$ cat config.mk
export PLATFORM = sky130hd
export DESIGN_NAME = lsu_mem_master
export DESIGN_NICKNAME = d
export VERILOG_FILES = /design/src/rtl/soc_mem_pkg.sv /design/src/rtl/lsu_load_extend.sv /design/src/rtl/lsu_mem_master.sv
export SDC_FILE = /design/constraint.sdc
export NUM_CORES = 1
export LEC_CHECK = 0
export CAP_MARGIN = 20
export CELL_PAD_IN_SITES_DETAIL_PLACEMENT = 0
export CELL_PAD_IN_SITES_GLOBAL_PLACEMENT = 1
export CORE_MARGIN = 4
export CORE_UTILIZATION = 33
export CTS_CLUSTER_DIAMETER = 120
export DETAILED_ROUTE_END_ITERATION = 7
export HOLD_SLACK_MARGIN = 0.1
export PLACE_DENSITY_LB_ADDON = 0.15
export SLEW_MARGIN = 0
export SYNTH_ARGS = -nofsm -noshare
export SYNTH_HDL_FRONTEND = slang
export SYNTH_HIERARCHICAL = 1
export SYNTH_SLANG_ARGS = --single-unit
$ cat constraint.sdc
create_clock -name clk -period 2.1 [get_ports clk]
set_input_delay 0.42 -clock clk [delete_from_list [all_inputs] [get_ports clk]]
set_output_delay 0.42 -clock clk [all_outputs]
set_load 0.02 [all_outputs]
$ cat src/rtl/soc_mem_pkg.sv
// Shared definitions for the data-memory subsystem: size codes, LSU FSM states
// and the byte-count helper used by both the LSU and the data memory.
package soc_mem_pkg;

  localparam logic [1:0] SIZE_WORD = 2'b00;
  localparam logic [1:0] SIZE_HALF = 2'b01;
  localparam logic [1:0] SIZE_BYTE = 2'b10;
  localparam logic [1:0] SIZE_NONE = 2'b11;

  typedef enum logic [1:0] {
    LSU_IDLE   = 2'd0,
    LSU_ACCESS = 2'd1,
    LSU_RESP   = 2'd2
  } lsu_state_e;

  function automatic logic [2:0] nbytes(input logic [1:0] size);
    case (size)
      SIZE_WORD: nbytes = 3'd4;
      SIZE_HALF: nbytes = 3'd2;
      SIZE_BYTE: nbytes = 3'd1;
      default:   nbytes = 3'd0;
    endcase
  endfunction

endpackage

$ cat src/rtl/lsu_load_extend.sv
// Load-data extender: takes the memory's right-aligned, zero-extended read data
// and sign- or zero-extends it to 32 bits according to the access size.
module lsu_load_extend
  import soc_mem_pkg::*;
(
  input  logic [31:0] i_rd,
  input  logic [1:0]  i_size,
  input  logic        i_signed,
  output logic [31:0] o_data
);

  logic w_hsign;
  logic w_bsign;

  assign w_hsign = i_signed & i_rd[15];
  assign w_bsign = i_signed & i_rd[7];

  always_comb begin
    o_data = i_rd;
    case (i_size)
      SIZE_WORD: o_data = i_rd;
      SIZE_HALF: o_data = {{16{w_hsign}}, i_rd[15:0]};
      SIZE_BYTE: o_data = {{24{w_bsign}}, i_rd[7:0]};
      default:   o_data = '0;
    endcase
  end

endmodule

$ cat src/rtl/lsu_mem_master.sv
// Load/store initiator: accepts one CPU request at a time, screens it for
// alignment/range faults, runs a single memory access and returns one response.
module lsu_mem_master
  import soc_mem_pkg::*;
#(
  parameter int MEM_BYTES   = 64,
  parameter int WAIT_STATES = 0
) (
  input  logic        clk,
  input  logic        rst_n,
  input  logic        req_valid,
  output logic        req_ready,
  input  logic        req_we,
  input  logic [31:0] req_addr,
  input  logic [31:0] req_wdata,
  input  logic [1:0]  req_size,
  input  logic        req_signed,
  output logic        resp_valid,
  input  logic        resp_ready,
  output logic [31:0] resp_rdata,
  output logic        resp_err,
  output logic        mem_we,
  output logic [31:0] mem_addr,
  output logic [31:0] mem_wd,
  output logic [1:0]  mem_size,
  input  logic [31:0] mem_rd
);

  localparam logic [3:0]  WAIT_INIT = 4'(WAIT_STATES);
  localparam logic [32:0] MEM_LIMIT = 33'(MEM_BYTES);

  lsu_state_e  r_state;
  lsu_state_e  w_state_nxt;
  logic        r_alive;
  logic        r_we;
  logic        r_signed;
  logic [31:0] r_addr;
  logic [31:0] r_wdata;
  logic [1:0]  r_size;
  logic [3:0]  r_wait_cnt;
  logic [31:0] r_rdata;
  logic        r_err;

  logic        w_accept;
  logic        w_commit;
  logic        w_access;
  logic        w_fault;
  logic [32:0] w_end;
  logic [31:0] w_ext;

  // End address is formed in 33 bits so an access near 2^32 cannot wrap into range.
  assign w_end   = {1'b0, req_addr} + {30'd0, nbytes(req_size)};
  assign w_fault = (req_size == SIZE_NONE)
                || ((req_size == SIZE_WORD) && (req_addr[1:0] != 2'b00))
                || ((req_size == SIZE_HALF) && req_addr[0])
                || (w_end > MEM_LIMIT);

  lsu_load_extend u_extend (
    .i_rd     (mem_rd),
    .i_size   (r_size),
    .i_signed (r_signed),
    .o_data   (w_ext)
  );

  always_comb begin
    w_state_nxt = r_state;
    w_accept    = 1'b0;
    w_commit    = 1'b0;
    w_access    = 1'b0;
    req_ready   = 1'b0;
    resp_valid  = 1'b0;
    case (r_state)
      LSU_IDLE: begin
        req_ready = r_alive;
        if (req_valid && r_alive) begin
          w_accept    = 1'b1;
          w_state_nxt = w_fault ? LSU_RESP : LSU_ACCESS;
        end
      end
      LSU_ACCESS: begin
        w_access = 1'b1;
        if (r_wait_cnt == 4'd0) begin
          w_commit    = 1'b1;
          w_state_nxt = LSU_RESP;
        end
      end
      LSU_RESP: begin
        resp_valid = 1'b1;
        if (resp_ready) w_state_nxt = LSU_IDLE;
      end
      default: w_state_nxt = LSU_IDLE;
    endcase
  end

  // Memory port is only live during ACCESS; elsewhere it idles with size NONE.
  assign mem_we     = w_commit & r_we;
  assign mem_addr   = w_access ? r_addr  : 32'd0;
  assign mem_wd     = w_access ? r_wdata : 32'd0;
  assign mem_size   = w_access ? r_size  : SIZE_NONE;
  assign resp_rdata = r_rdata;
  assign resp_err   = r_err;

  always_ff @(posedge clk or negedge rst_n) begin
    if (!rst_n) begin
      r_state    <= LSU_IDLE;
      r_alive    <= 1'b0;
      r_we       <= 1'b0;
      r_signed   <= 1'b0;
      r_addr     <= '0;
      r_wdata    <= '0;
      r_size     <= SIZE_NONE;
      r_wait_cnt <= '0;
      r_rdata    <= '0;
      r_err      <= 1'b0;
    end else begin
      r_state <= w_state_nxt;
      r_alive <= 1'b1;
      if (w_accept) begin
        r_we       <= req_we;
        r_signed   <= req_signed;
        r_addr     <= req_addr;
        r_wdata    <= req_wdata;
        r_size     <= req_size;
        r_wait_cnt <= WAIT_INIT;
        r_rdata    <= '0;
        r_err      <= w_fault;
      end else if (w_access && (r_wait_cnt != 4'd0)) begin
        r_wait_cnt <= r_wait_cnt - 4'd1;
      end
      if (w_commit && !r_we) r_rdata <= w_ext;
    end
  end

endmodule

Yosys cells after proc, flatten, opt, wreduce, memory -nomap -nowiden --
Index checks and enable logic that the tools add are counted.
Cells by class: $add $sub $neg 2, multipliers 0, div/mod/pow operators 0, $lt $le $gt $ge 1, equality and inequality tests 10, shifts and indexed selects 0, multiplexer cells 21, bitwise logic cells 3, reductions and logical operators 18
Operators by type and width (count):
- 32-bit two-way mux | 4
- 32-bit one-hot mux with 3 select lines | 1
- 32-bit by 3-bit adder with 33-bit output | 1
- 33-bit by 7-bit greater-than comparator with 1-bit output, second input constant | 1
- 2-bit two-way mux | 5
- 3-bit one-hot mux with 3 select lines | 1
- 2-bit == test, second input constant | 4
- 4-bit two-way mux | 2
- 1-bit two-way mux | 7
- 2-bit by 1-bit == test with 1-bit output, second input constant | 3
- 2-bit logical NOT | 3
- 2-bit != test, second input constant | 3
- 2-bit one-hot mux with 3 select lines | 1
- 2-bit nonzero test | 3
- 1-bit logical AND | 5
- 4-bit logical NOT | 1
- 4-bit nonzero test | 1
- 4-bit by 1-bit subtractor with 4-bit output, second input constant | 1
- 1-bit bitwise AND | 3
- 1-bit logical OR | 3
- 3-bit AND reduction | 1
- 1-bit logical NOT | 1
Word-level totals: register bits after elaboration 108, bits in latches 0, memory bits (writable) 0, bits in read-only memories 0, output and inout bits 102, memories 0

Longest topological paths before layout --
depth in word-level cells 8, mapped depth 10, depth with buffers taken out 10

Hierarchy --
The synthesis kept the hierarchy.
By module, submodules not included:
- lsu_mem_master | times used 1, cells an instance 677, area an instance 5591.6 sq um
- lsu_load_extend | times used 1, cells an instance 51, area an instance 350.3 sq um

Least setup slack after synthesis --
No wires, ideal clock.
path kind input to register, from input port req_size[1], to register r_state[0], library setup time 0.066 ns, arrival time 2.905 ns, data required time 2.034 ns, path slack -0.871 ns, stages on the path 10, cell sequence nor2b_1 -> ha_1 -> fa_1 -> a21o_4 -> nand4_4 -> nor3_2 -> mux2_4 -> or4_4 -> nor4b_4 -> a31o_1
On the way: cells in the longest elaborated chain, start to end 8
Ends and longest elaborated chain:
- start: declaration | RTL line lsu_mem_master.sv:16 | input logic [1:0] req_size,
- 2-bit == test (tied with other cells) | RTL line soc_mem_pkg.sv:17 | case (size)
- 3-bit one-hot mux with 3 select lines / 1-bit logical AND (equally long branches) | RTL line soc_mem_pkg.sv:17, lsu_mem_master.sv:54
- 32-bit by 3-bit adder with 33-bit output / 1-bit logical OR (equally long branches) | RTL line lsu_mem_master.sv:52, lsu_mem_master.sv:54
- 33-bit by 7-bit greater-than comparator with 1-bit output / 1-bit logical OR (equally long branches) | RTL line lsu_mem_master.sv:56, lsu_mem_master.sv:55
- 1-bit logical OR * | RTL line lsu_mem_master.sv:56 | || (w_end > MEM_LIMIT);
- 2-bit two-way mux * | RTL line lsu_mem_master.sv:77 | w_state_nxt = w_fault ? LSU_RESP : LSU_ACCESS;
- 2-bit two-way mux * | RTL line lsu_mem_master.sv:75 | if (req_valid && r_alive) begin
- 2-bit one-hot mux with 3 select lines * | RTL line lsu_mem_master.sv:72 | case (r_state)
- end signal: assignment | RTL line lsu_mem_master.sv:116 | r_state <= w_state_nxt;
- end: declaration | RTL line lsu_mem_master.sv:32 | lsu_state_e r_state;
Mark *: on every way between the ends. The rest lies on a longest branch, timed or not. The select of a mux whose other input is x is not followed. A chain may end at the register's enable or synchronous reset.

Worst setup path in the final report --
from input port req_size[1], to register r_state[1]
The elaborated chain is that of the path after synthesis.

==> impl_metrics.tcl <==
set metrics [dict create \
    grt_pass1_vias 6215 \
    rr_worst_depth 7 \
    cp.required_ns 2.32 \
    crit_path_max_incr_delay_ns 0.55 \
    synthMuxAreaShare_pct 0.800 \
    antenna_found_initial 0 \
    top_level_ports 206 \
    initial_core_util_pct 34.0 \
    startpoint_type "input pin" \
    row_count 48 \
    preCtsSetupSlack_ns -1.41 \
    cts_max_path_buffers 2 \
    drtPass1Iterations 5 \
    clk_latency_ns 0.35 \
    crit_arrival_ns 2.84 \
    grtUsageTotal_pct 19.0 \
    cp-endpoint "r_state[1]" \
    die_h_um 142 \
    violations "negative setup slack" \
    relSlewSlack_pct 60.9 \
    portBuffers 205 \
    yosys.area_share.simple_pct 35.9 \
    grt-ovfl-total 0 \
    setup_viol 3 \
    root_buffer "clkbuf_16" \
    die_area_mm2 0.0202 \
    routed_wl_mm 19.3 \
    reg2reg_to "r_state[1]" \
    final_common_cell "nand2_1" \
    final_cells 1228 \
    worst_pin_slew_ns 0.572 \
    cts.sinks 108 \
    fin_nets 1109 \
    p_per_area_mw_per_mm2 579 \
    die_w_um 142 \
    gp_congestion 0.946 \
    grt_max_degree 65 \
    final_cell_mix "nand2_1 (273), clkdlybuf4s50_1 (130), dfrtp_1 (106)" \
    post-dp-hpwl_mm 14.5 \
    drv_cap 0 \
    cts-htree-levels 3 \
    synth_compound_area_share_pct 11.2 \
    core_area_mm2 0.0175 \
    synth_flop_cell "dfrtp_1" \
    synth_cells 728 \
    synth_adder_area_share_pct 1.18 \
    final_core_util_pct 51.6 \
    vias_per_cell 4.89 \
    crit_chain "buf_8 -> nor2b_4 -> ha_4 -> fa_2 -> xor2_2 -> nor3_4 -> a21oi_2 -> o221a_2 -> or4_4 -> nor4b_4 -> a21oi_1" \
    wl_per_cell_um 15.7 \
    seq_area_frac_synth_pct 45.5 \
    grt_pass1_wl_mm 31.3 \
    clkTransAtPathRegs_ns 0.07 \
    hold_path.class "input pin to flip-flop" \
    tritoncts "built" \
    syn_to_final_growth_pct 51.9 \
    path_max_fanout 4 \
    cp_slowest_cell "or4_4" \
    period_share_pct 125 \
    rsz0062_at_grt "yes" \
    postSynth.asyncResetShare_pct 100 \
    setup_slack_ns -0.523 \
    r2r_start "r_state[1]" \
    end_kind "flip-flop" \
    leakagePower_nw 4.37 \
    status "finished, violations left" \
    min_period_ns 2.62 \
    dp.cells 1208 \
    antenna_cells 0 \
    ys_ff_latch 108 \
    synth_edf_count 0 \
    slew_violations 0 \
    drive_above_1_share_pct 21.3 \
    numCtsBuffers 9 \
    synth_warnings 6 \
    synth_top_family_by_area "simple AND/OR/NAND/NOR gates" \
    drt_iter0_drc 248 \
    drtAntennaViolNets 0 \
    ir_drop_v 0.000367 \
    setup.worst_path.class "input pin to flip-flop" \
    syn-num-nets 837 \
    synth_xor_area_share_pct 1.18 \
    finClkSkew_ns 0.00575 \
    final_hold_viol_count 0 \
    finalPower_mw 5.23 \
    synth_cell_types 71 \
    syn_area_per_cell_um2 8.16 \
    synthesis.area_mm2 0.00594 \
    vias 6007 \
    fmax_mhz 381 \
    hold_ws_ns 0.264 \
    route.detailed.drc 0 \
    r2r_slack_ns 0.15 \
    critical_path.startpoint "req_size[1]" \
]
-- per-stage QoR --
stage               setup TNS, ns  instance area (um2)
finish                      -1.56                 9030
detailed placement          -4.21                 8920
global placement            -3.85                 8920
CTS                         -1.68                 9160
global route                -1.78                 9030
floorplan                   -2.16                 5960
-- routing by layer --
| layer | part of all wire, % | up-vias | track usage, % |
|---|---|---|---|
| li1 | - | 2943 | - |
| met1 | 43 | 2836 | 24.1 |
| met2 | 49 | 196 | 33.5 |
| met3 | 5.7 | 32 | 2.79 |
| met4 | 2.3 | 0 | 6.01 |
| met5 | 0 | - | 0 |
-- worst max-delay path: cells and delay by family --
family / cells / cell delay [ns]
buffers and inverters: 1 / 0.10
adder cells (fa/ha/maj): 2 / 0.53
AO/OA/AOI/OAI: 3 / 0.40
XOR/XNOR: 1 / 0.20
AND/OR/NAND/NOR: 4 / 1.17
-- how the worst min path moves through the flow --
stage	cells past startpoint	start	slack, ns	endpoint
final	3	req_size[1]	0.26	r_size[1]
after global routing	3	req_size[1]	0.27	r_size[1]
after detailed placement	2	r_wdata[24]	0.45	r_wdata[24]
after CTS	3	req_size[1]	0.25	r_size[1]
after floorplan	0	rst_n	0.12	r_addr[0]
after global placement	2	r_wdata[21]	0.45	r_wdata[21]
-- registers in the layout (all words and copies together) (netlist names) --
signal / cells
r_addr: 32
r_wdata: 32
resp_rdata: 32
r_wait_cnt: 4
r_size: 2
r_state: 2
r_alive: 1
r_signed: 1
r_we: 1
resp_err: 1
-- report_power, final --
part           internal (mW)  switching (mW)  leakage, nW  total (mW)
logic                  0.536           0.509         2.85        1.04
registers               2.34           0.135         1.39        2.47
clock network          0.921           0.790        0.132        1.71
total                   3.79            1.43         4.37        5.23
-- synthesized netlist by cell type (3+ instances only) --
cell	number	area share, %
clkbuf_1	26	1.6
nor4_1	8	0.84
dfrtp_1	106	45
and3_1	6	0.63
nor3_1	7	0.59
nand2_1	273	17
nand2b_1	5	0.53
a211o_1	10	1.5
ha_1	4	0.84
a21oi_1	9	0.76
nor2_1	22	1.4
inv_1	15	0.95
nand3_1	11	0.93
nor2b_1	4	0.42
xnor2_1	3	0.44
o21ai_0	47	4.0
buf_1	5	0.32
and4b_1	3	0.51
xor2_1	5	0.74
and2_1	76	8.0
nand4_1	10	1.1
a211oi_1	4	0.51
buf_2	4	0.34
a211o_2	6	1.0
buf_4	3	0.38
-- logic make-up after synthesis --
logic type | count (synthesis)
AO/OA/AOI/OAI | 98
XOR/XNOR | 8
adder cells (fa/ha/maj) | 5
buffers and inverters | 56
flip-flops | 108
multiplexers | 4
other | 1
AND/OR/NAND/NOR | 448
-- cell type report --
type                    instances  area, um2
clock buffers                   9        225
clock inverters                 5       63.8
fillers                      1659       8450
inverters                      15       56.3
multi-input cells             564       3090
flip-flops and latches        108       2710
well taps                     225        282
repair buffers                302       2600
-- what timing repair did --
| item | 4_1_cts | 5_1_grt |
|---|---|---|
| cloned | 1 | 0 |
| pin swaps | 11 | 1 |
| buffers inserted | 4 | 0 |
| resized for setup | 159 | 84 |
| hold buffers | 1 | 0 |
| setup endpoints to repair | 72 | 48 |
| endpoints found under the hold margin | 38 | 0 |
Note: power is estimated with default switching activity, not from simulation.
